==> src/rtl/vga_pkg.sv <==
// vga_pkg
// Shared constants and types for the VGA text-overlay path.
// Character buffer items:
//   CHAR_BUF_DEPTH   number of cells in the 16x16 character buffer
//   CHAR_BLANK       blank (space) character code used to clear the buffer
//   char_buf_state_t controller state: CLEAR sweeps the buffer, IDLE serves writers
package vga_pkg;

  localparam int         CHAR_BUF_DEPTH = 256;
  localparam logic [7:0] CHAR_BLANK     = 8'h20;

  typedef enum logic {
    CLEAR,
    IDLE
  } char_buf_state_t;

endpackage

==> src/rtl/char_buf_ram.sv <==
// char_buf_ram
// 256 x 8 character storage with one write port and one synchronous read port.
// The array itself has no reset so it maps onto distributed or block RAM;
// only the read data register is reset.
// Ports:
//   clk65MHz  pixel clock
//   rst_n     asynchronous active-low reset (read register only)
//   we        write enable
//   waddr     write address {row, col}
//   wdata     write data
//   raddr     read address {row, col}
//   rdata     registered read data, 1-cycle latency
module char_buf_ram
  import vga_pkg::*;
(
  input  logic       clk65MHz,
  input  logic       rst_n,
  input  logic       we,
  input  logic [7:0] waddr,
  input  logic [7:0] wdata,
  input  logic [7:0] raddr,
  output logic [7:0] rdata
);

  logic [7:0] mem [CHAR_BUF_DEPTH];

  // Write port; no reset so the array stays RAM-inferable.
  always_ff @(posedge clk65MHz) begin
    if (we) begin
      mem[waddr] <= wdata;
    end
  end

  // Read port; a same-cycle write to raddr is not visible until the next read,
  // so the old contents are returned.
  always_ff @(posedge clk65MHz or negedge rst_n) begin
    if (!rst_n) begin
      rdata <= 8'h00;
    end else begin
      rdata <= mem[raddr];
    end
  end

endmodule

==> src/rtl/char_buf_ctrl.sv <==
// char_buf_ctrl
// Owns the 16x16 character buffer feeding the text overlay. Two writers share
// the single write port through a round-robin arbiter; a clear sequencer fills
// every cell with CLEAR_CHAR after reset and on request.
// Ports:
//   clk65MHz   pixel clock
//   rst_n      asynchronous active-low reset
//   clear_req  request a full-buffer clear (honoured in IDLE only)
//   busy       high while the clear sequence runs
//   req        per-client write request, bit i = client i
//   addr0/1    per-client target cell {row[7:4], col[3:0]}
//   data0/1    per-client character code
//   gnt        one-hot write accept; the write happens at the edge where it is high
//   char_xy    read address from the drawing stage
//   char_code  registered buffer contents at char_xy
module char_buf_ctrl
  import vga_pkg::*;
#(
  parameter logic [7:0] CLEAR_CHAR = CHAR_BLANK
) (
  input  logic       clk65MHz,
  input  logic       rst_n,
  input  logic       clear_req,
  output logic       busy,
  input  logic [1:0] req,
  input  logic [7:0] addr0,
  input  logic [7:0] addr1,
  input  logic [7:0] data0,
  input  logic [7:0] data1,
  output logic [1:0] gnt,
  input  logic [7:0] char_xy,
  output logic [7:0] char_code
);

  char_buf_state_t state;
  logic [7:0]      cnt;
  logic            last;

  logic            we;
  logic [7:0]      waddr;
  logic [7:0]      wdata;

  // Arbiter: clear (running or just requested) blocks all grants. On a tie the
  // client that was not granted most recently wins. Reset holds the state in
  // CLEAR, which keeps gnt low while rst_n is asserted.
  always_comb begin
    gnt = 2'b00;
    if (state == IDLE && !clear_req) begin
      case (req)
        2'b01:   gnt = 2'b01;
        2'b10:   gnt = 2'b10;
        2'b11:   gnt = last ? 2'b01 : 2'b10;
        default: gnt = 2'b00;
      endcase
    end
  end

  // Write port mux: the clear sweep owns the port while in CLEAR, otherwise
  // the granted client does.
  always_comb begin
    we    = 1'b0;
    waddr = 8'h00;
    wdata = 8'h00;
    if (state == CLEAR) begin
      we    = 1'b1;
      waddr = cnt;
      wdata = CLEAR_CHAR;
    end else if (gnt[0]) begin
      we    = 1'b1;
      waddr = addr0;
      wdata = data0;
    end else if (gnt[1]) begin
      we    = 1'b1;
      waddr = addr1;
      wdata = data1;
    end
  end

  // Controller FSM with the clear counter, round-robin pointer and busy flag.
  // The reset state is CLEAR with cnt = 0, so every reset gives a full clear.
  always_ff @(posedge clk65MHz or negedge rst_n) begin
    if (!rst_n) begin
      state <= CLEAR;
      cnt   <= 8'h00;
      last  <= 1'b1;
      busy  <= 1'b1;
    end else begin
      case (state)
        CLEAR: begin
          cnt <= cnt + 8'd1;
          if (cnt == 8'hFF) begin
            state <= IDLE;
            cnt   <= 8'h00;
            busy  <= 1'b0;
          end
        end
        IDLE: begin
          if (clear_req) begin
            state <= CLEAR;
            cnt   <= 8'h00;
            busy  <= 1'b1;
          end else if (gnt[0]) begin
            last <= 1'b0;
          end else if (gnt[1]) begin
            last <= 1'b1;
          end
        end
        default: begin
          state <= CLEAR;
          cnt   <= 8'h00;
          busy  <= 1'b1;
        end
      endcase
    end
  end

  char_buf_ram u_ram (
    .clk65MHz (clk65MHz),
    .rst_n    (rst_n),
    .we       (we),
    .waddr    (waddr),
    .wdata    (wdata),
    .raddr    (char_xy),
    .rdata    (char_code)
  );

endmodule
==> config.mk <==
export PLATFORM = sky130hd
export DESIGN_NAME = char_buf_ctrl
export DESIGN_NICKNAME = d
export VERILOG_FILES = /design/src/rtl/vga_pkg.sv /design/src/rtl/char_buf_ram.sv /design/src/rtl/char_buf_ctrl.sv
export SDC_FILE = /design/constraint.sdc
export NUM_CORES = 2
export LEC_CHECK = 0
export BUFFER_PORTS_ARGS = -buffer_cell sky130_fd_sc_hd__buf_2
export CAP_MARGIN = 0
export CORE_ASPECT_RATIO = 2
export CORE_MARGIN = 2
export CORE_UTILIZATION = 35
export CTS_BUF_LIST = sky130_fd_sc_hd__clkbuf_4
export DETAILED_ROUTE_END_ITERATION = 10
export GPL_TIMING_DRIVEN = 0
export SLEW_MARGIN = 25
export SYNTH_ARGS = -nofsm -noshare
export SYNTH_HDL_FRONTEND = slang
export SYNTH_HIERARCHICAL = 1
export SYNTH_SLANG_ARGS = --single-unit
==> constraint.sdc <==
create_clock -name clk65MHz -period 5.43 [get_ports clk65MHz]
set_clock_uncertainty 0.05 [all_clocks]
set_input_delay 0.2715 -clock clk65MHz [delete_from_list [all_inputs] [get_ports clk65MHz]]
set_output_delay 0.2715 -clock clk65MHz [all_outputs]
set_load 0.01 [all_outputs]
# Word level (Yosys, flattened, before mapping)
# Memories as Yosys holds them, arrays and structs flattened. A register that Yosys moved wholly into a read port is not among the register bits.
# Cells that the tools add are included.
[classes] reduce_logical=6 n_mux=25 n_eq_ne=6 bitwise=2 add_sub_neg=1
[op_table] cell="$mux W8" count=8
[op_table] cell="$pmux W8 S2" count=1
[op_table] cell="$mux W1" count=11
[op_table] cell="$add A8 B1 Y8 const B" count=1
[op_table] cell="$eq A8 B8 Y1 const B" count=1
[op_table] cell="$pmux W2 S3" count=1
[op_table] cell="$eq A2 B2 Y1 const B" count=2
[op_table] cell="$mux W2" count=2
[op_table] cell="$pmux W1 S2" count=2
[op_table] cell="$reduce_and A3 Y1" count=1
[op_table] cell="$eq A2 B1 Y1 const B" count=1
[op_table] cell="$logic_not A1 Y1" count=2
[op_table] cell="$ne A2 B1 Y1 const B" count=1
[op_table] cell="$ne A2 B2 Y1 const B" count=1
[op_table] cell="$not A1 Y1" count=2
[op_table] cell="$reduce_and A2 Y1" count=1
[op_table] cell="$reduce_bool A2 Y1" count=1
[op_table] cell="$logic_and A1 B1 Y1" count=1
[totals] reg_bits=11 in_bits=45 memories=1 mem_bits_rw=2048 output_inout_bits=11
[mem_list] name="u_ram.mem" words=256 width=8 read_ports=1 rd_clocked_by_memory_dff=1 wr=1 line="char_buf_ram.sv:25" text="logic [7:0] mem [CHAR_BUF_DEPTH];"

# Longest topological paths before layout
[logic_depth] ltp_word=8 mapped_depth=12

# Hierarchy
# Netlist, hierarchy kept.
[by_module_without_submodules] mod="char_buf_ram" cells_per_inst=3795 n_inst=1 area_each_um2=80038.0 seq_area_each_um2=61699.2
[by_module_without_submodules] mod="char_buf_ctrl" cells_per_inst=90 n_inst=1 area_each_um2=850.8 seq_area_each_um2=277.8

# Worst setup path after synthesis
# OpenSTA, ideal clock, no wires.
[synth_path] path_kind="flip-flop to flip-flop" from="reg last" to="mem u_ram.mem[0][0] (data pin)" path_slack_ns=0.233 setup_ns=0.865 n_path_buf=2 stages_incl_launch_ff=6 arrival_time_ns=4.283 cell_sequence="dfstp_2 -> or2b_1 -> and3_4 -> buf_6 -> buf_8 -> a22o_1"
[synth_lines] element="from (decl)" line="char_buf_ctrl.sv:37" text="logic last;"
[synth_lines] element="from (signal assigned)" line="char_buf_ctrl.sv:85" text="last <= 1'b1;"
[synth_lines] element="from (signal assigned)" line="char_buf_ctrl.sv:103" text="last <= 1'b0;"
[synth_lines] element="from (signal assigned)" line="char_buf_ctrl.sv:105" text="last <= 1'b1;"
[synth_lines] element="$mux W2" line="char_buf_ctrl.sv:52" text="2'b11: gnt = last ? 2'b01 : 2'b10;"
[synth_lines] element="$pmux W2 S3" line="char_buf_ctrl.sv:49" text="case (req)"
[synth_lines] element="$mux W2" line="char_buf_ctrl.sv:48" text="if (state == IDLE && !clear_req) begin"
[synth_lines] element="net gnt[0]" line="char_buf_ctrl.sv:30" text="output logic [1:0] gnt,"
[synth_lines] element="$mux W8" line="char_buf_ctrl.sv:68" text="end else if (gnt[0]) begin"
[synth_lines] element="$mux W8" line="char_buf_ctrl.sv:64" text="if (state == CLEAR) begin"
[synth_lines] element="net wdata[0]" line="char_buf_ctrl.sv:41" text="logic [7:0] wdata;"
[synth_lines] element="to (decl)" line="char_buf_ram.sv:25"
# The timed path passes the listed nets, and every way through them passes these cells.

# Worst setup path after layout
[layout_path] from="reg state" to="mem u_ram.mem[98][4], enable pin"
[layout_lines] element="from (decl)" line="char_buf_ctrl.sv:35" text="char_buf_state_t state;"
[layout_lines] element="from (signal assigned)" line="char_buf_ctrl.sv:83" text="state <= CLEAR;"
[layout_lines] element="from (signal assigned)" line="char_buf_ctrl.sv:92" text="state <= IDLE;"
[layout_lines] element="from (signal assigned)" line="char_buf_ctrl.sv:99" text="state <= CLEAR;"
[layout_lines] element="$logic_and A1 B1 Y1" line="char_buf_ctrl.sv:48"
[layout_lines] element="$mux W2" line="char_buf_ctrl.sv:48"
[layout_lines] element="$mux W8" line="char_buf_ctrl.sv:72" text="end else if (gnt[1]) begin"
[layout_lines] element="$mux W8" line="char_buf_ctrl.sv:68"
[layout_lines] element="$mux W8 (*)" line="char_buf_ctrl.sv:64"
[layout_lines] element="net waddr[3]" line="char_buf_ctrl.sv:40" text="logic [7:0] waddr;"
# The timed path passes the listed nets; every way through them passes the cells marked *.

==> summary.txt <==
STA
  – Final Hold Vio Count: 6
  – Fin Hold WS: -0.0230 ns
  – Post-route setup slack: -0.115 ns
  – Max-slew violations: 0
  – Worst slew pin tran: 1.19 ns
  – Final worst-path cycle share: 102%
  – Final setup vio count: 66
  – Fmax: 180 MHz
  – Final min period: 5.55 ns
  – Setup TNS: -3.07 ns
  – RSZ-0062 raised after global routing: no
  – Worst slew margin: 20.7%

Worst setup path
  – Critical Path RT: 6.25 ns
  – Crit-path slowest cell: nor2_1
  – WS Path Type: flop to flop
  – RR Startpoint: state
  – CP Buf/Inv Count: 4
  – Worst path cell trace: buf_6, nor2b_4, and3_1, buf_2, a221o_1, clkbuf_1, nor2_1, nand3_1, clkbuf_2, nor2_1
  – Top cell by count, worst path: nor2_1
  – Max incr delay on CP: 0.96 ns
  – Crit path max-delay family: simple AND/OR/NAND/NOR gates
  – Worst r2r dst: u_ram/mem[98][4]
  – Startpoint Class: flop
  – Crit path DAT: 6.36 ns
  – Largest fanout on the critical path: 10
  – Worst reg2reg path depth: 10
  – Crit end category: flop
  – R2R Setup Slk: -0.12 ns

Floorplanning
  – Die Y: 684 µm
  – Boundary pin count: 56
  – Initial core utilization: 35.2%
  – Die X: 344 µm
  – CORE AREA: 230000 µm²
  – Row count: 249
  – Die Area: 235000 µm²

Outcome
  – Failing checks: negative hold slack, negative setup slack
  – Status: finished, violations left

Yosys
  – Post-synthesis mux area share: 14.6%
  – Post-Synth Simple-Gate Area: 3.18%
  – Mean Syn Cell Area: 20.8 µm²
  – Syn Nets: 3931
  – Main combinational cell family by area after synthesis: multiplexers
  – Fraction of registers with async set/reset: 0.919%
  – Post-synth EDFFs: 2048
  – Synth cell types: 73
  – Adder-Cell Fraction of Synth Area: 0.0155%
  – Yosys warns: 6
  – Synth Instances: 3885
  – Post-Synth XOR/XNOR Area: 0.0325%
  – Synthesized area: 80900 µm²
  – Post-synth top flop: edfxtp_1
  – Synth Area in Compound Gates: 3.51%
  – Sequential fraction of the synthesis area: 76.6%
  – Synthesized flop and latch total: 2067

Place
  – Number of buffers added on ports: 53
  – Final HPWL DP: 197000 µm
  – Gp weighted congestion: 0.991
  – DP Cell Count: 7000

Clock tree
  – H-Tree Depth: 5
  – Num CTS Buffers: 414
  – TritonCTS Sinks: 2067
  – CTS tree: built
  – Post-CTS Setup Inserts: 0
  – Clock Path Buffers: 4
  – Clk pin slew, worst setup/hold paths: 0.07 ns
  – Clock Latency Late Sink: 1.30 ns
  – CTS Root Cell: clkbuf_4

Power and ir drop
  – Clock power frac: 37.9%
  – Peak VDD IR: 191 µV
  – Static Leak: 23.6 nW
  – Sequential Power Share: 57.8%
  – Total power: 29.8 mW
  – Cell internal pwr: 22.9 mW
  – Logic pwr share: 4.2%
  – Pwr dens: 324 nW/µm²
  – Sw frac: 23.2%
  – NetSw: 6.91 mW

Global route
  – Initial antenna violation count: 25
  – First-pass GRT wire length: 370000 µm
  – Tot GR Track Use: 23.3%
  – Grt ovf: 0
  – Vias in the first global route: 45.9k
  – Pin count of the biggest net entering global routing: 77

Detailed routing
  – DR pass1 iterations: 6
  – Via/cell ratio: 5.64
  – Drt initial violations: 4943
  – Routed Antenna Nets: 0
  – Vias: 44.0k
  – WL final: 276000 µm
  – # DRC: 0
  – Drt wl/cell: 35.4 µm

Cells and area
  – Final Non-Filler Cells: 7801
  – Sequential standard cell area: 62000 µm²
  – Fillers: 20.7k
  – Area growth syn-to-layout: 13.9%
  – Layout net count: 4489
  – Multi-input gate area: 17500 µm²
  – Share of cells above drive strength 1: 29.5%

Worst hold path
  – Worst Hold Class: input pin to async pin

Flow run
  – MaxCap Viol Count: 0
## cells in the mapped netlist (all sizes together), types with 24 or more instances
cell type	instances	area (µm²)
a22o	27	236
nand3	46	235
o221ai	38	345
nor2b	35	226
nand2	93	349
buf	133	1210
a22oi	93	698
edfxtp	2048	61500
mux2i	160	1600
a21oi	79	395
a221oi	24	229
nor2	279	1050
clkbuf	110	414
o22ai	32	200
mux4	446	10000
## registers in the layout (all words and copies together) (netlist names)
name         count
busy             1
u_ram/mem     2048
last             1
cnt              8
u_ram/rdata      8
state            1
## layout by cell type (no fill, tap or decap), types with 21 or more instances in the layout
cell	instances
clkbuf_1	72
nand2_1	93
nor2_1	267
nand4_1	21
clkinv_2	33
clkinv_1	130
nor2b_1	34
clkbuf_2	40
a21oi_1	78
dlygate4sd3_1	32
edfxtp_1	2048
buf_6	35
buf_12	28
a221oi_1	21
mux4_2	445
o221ai_1	36
buf_16	37
a22oi_1	93
clkbuf_4	559
buf_2	105
nand3_1	45
mux2i_1	160
o22ai_1	32
## how the worst max path moves through the flow
stage	from	end	slack, ns	depth (start not counted)
after floorplan	last	u_ram/mem[0][0]	0.23	5
after global placement	state	u_ram/mem[44][1]	-4.74	6
after detailed placement	state	u_ram/mem[131][5]	-0.02	10
after CTS	state	u_ram/mem[115][1]	0.06	10
after global routing	state	u_ram/mem[123][3]	0.01	12
final	state	u_ram/mem[98][4]	-0.12	10
## layer usage
metal	part of all wire (%)	track usage [%]
met5	0.026	0
met4	11	22.3
met3	7.3	5.11
met2	53	41.8
met1	28	21.2
## power by group through the flow
stage	registers, mW	clock network, mW	logic [mW]
4_1_cts	17.2	11.5	1.23
3_5_place_dp	17.6	0	1.21
6_report	17.2	11.3	1.26
5_1_grt	17.2	12.2	1.25
3_3_place_gp	17.6	0	1.19
2_1_floorplan	17.6	0	0.586
## per-stage QoR
stage	worst slack, ns	util (%)	instance area (µm²)
floorplan	0.233	-	80900
global placement	-4.74	36.9	84900
detailed placement	-0.0156	37.6	86400
CTS	0.0600	40.0	92000
global route	0.0131	40.0	92100
finish	-0.115	40.1	92100
## worst register-to-register path, delay by kind of cell (launching register included)
family | cells | cell delay [ns]
buf+inv | 4 | 1.37
simple gates | 5 | 2.86
compound gates | 1 | 0.45
flops | 1 | 0.38
## repair_timing
action	CTS	global route
endpoints found under the setup margin	24	1
resized for setup	3	1
cloned	0	0
hold endpoints to repair	1004	40
hold buffers	36	2
## cells by family after synthesis
kind of cell | count (synthesis)
flip-flops | 2067
XOR/XNOR | 3
AO/OA/AOI/OAI | 390
multiplexers | 621
AND/OR/NAND/NOR | 557
adder cells (fa/ha/maj) | 1
buffers and inverters | 246
## final cells by class
type                            instances  share of cell area (%)
Antenna cell                           17                  0.0462
Buffer                                243                    1.83
Clock buffer                          559                    4.56
Clock inverter                        186                    1.13
Inverter                                3                  0.0122
Multi-Input combinational cell       1572                    18.9
Sequential cell                      2067                    67.3
Tap cell                             3012                    4.09
Timing Repair Buffer                  142                    2.08
Power figures use the tool's default switching activity.
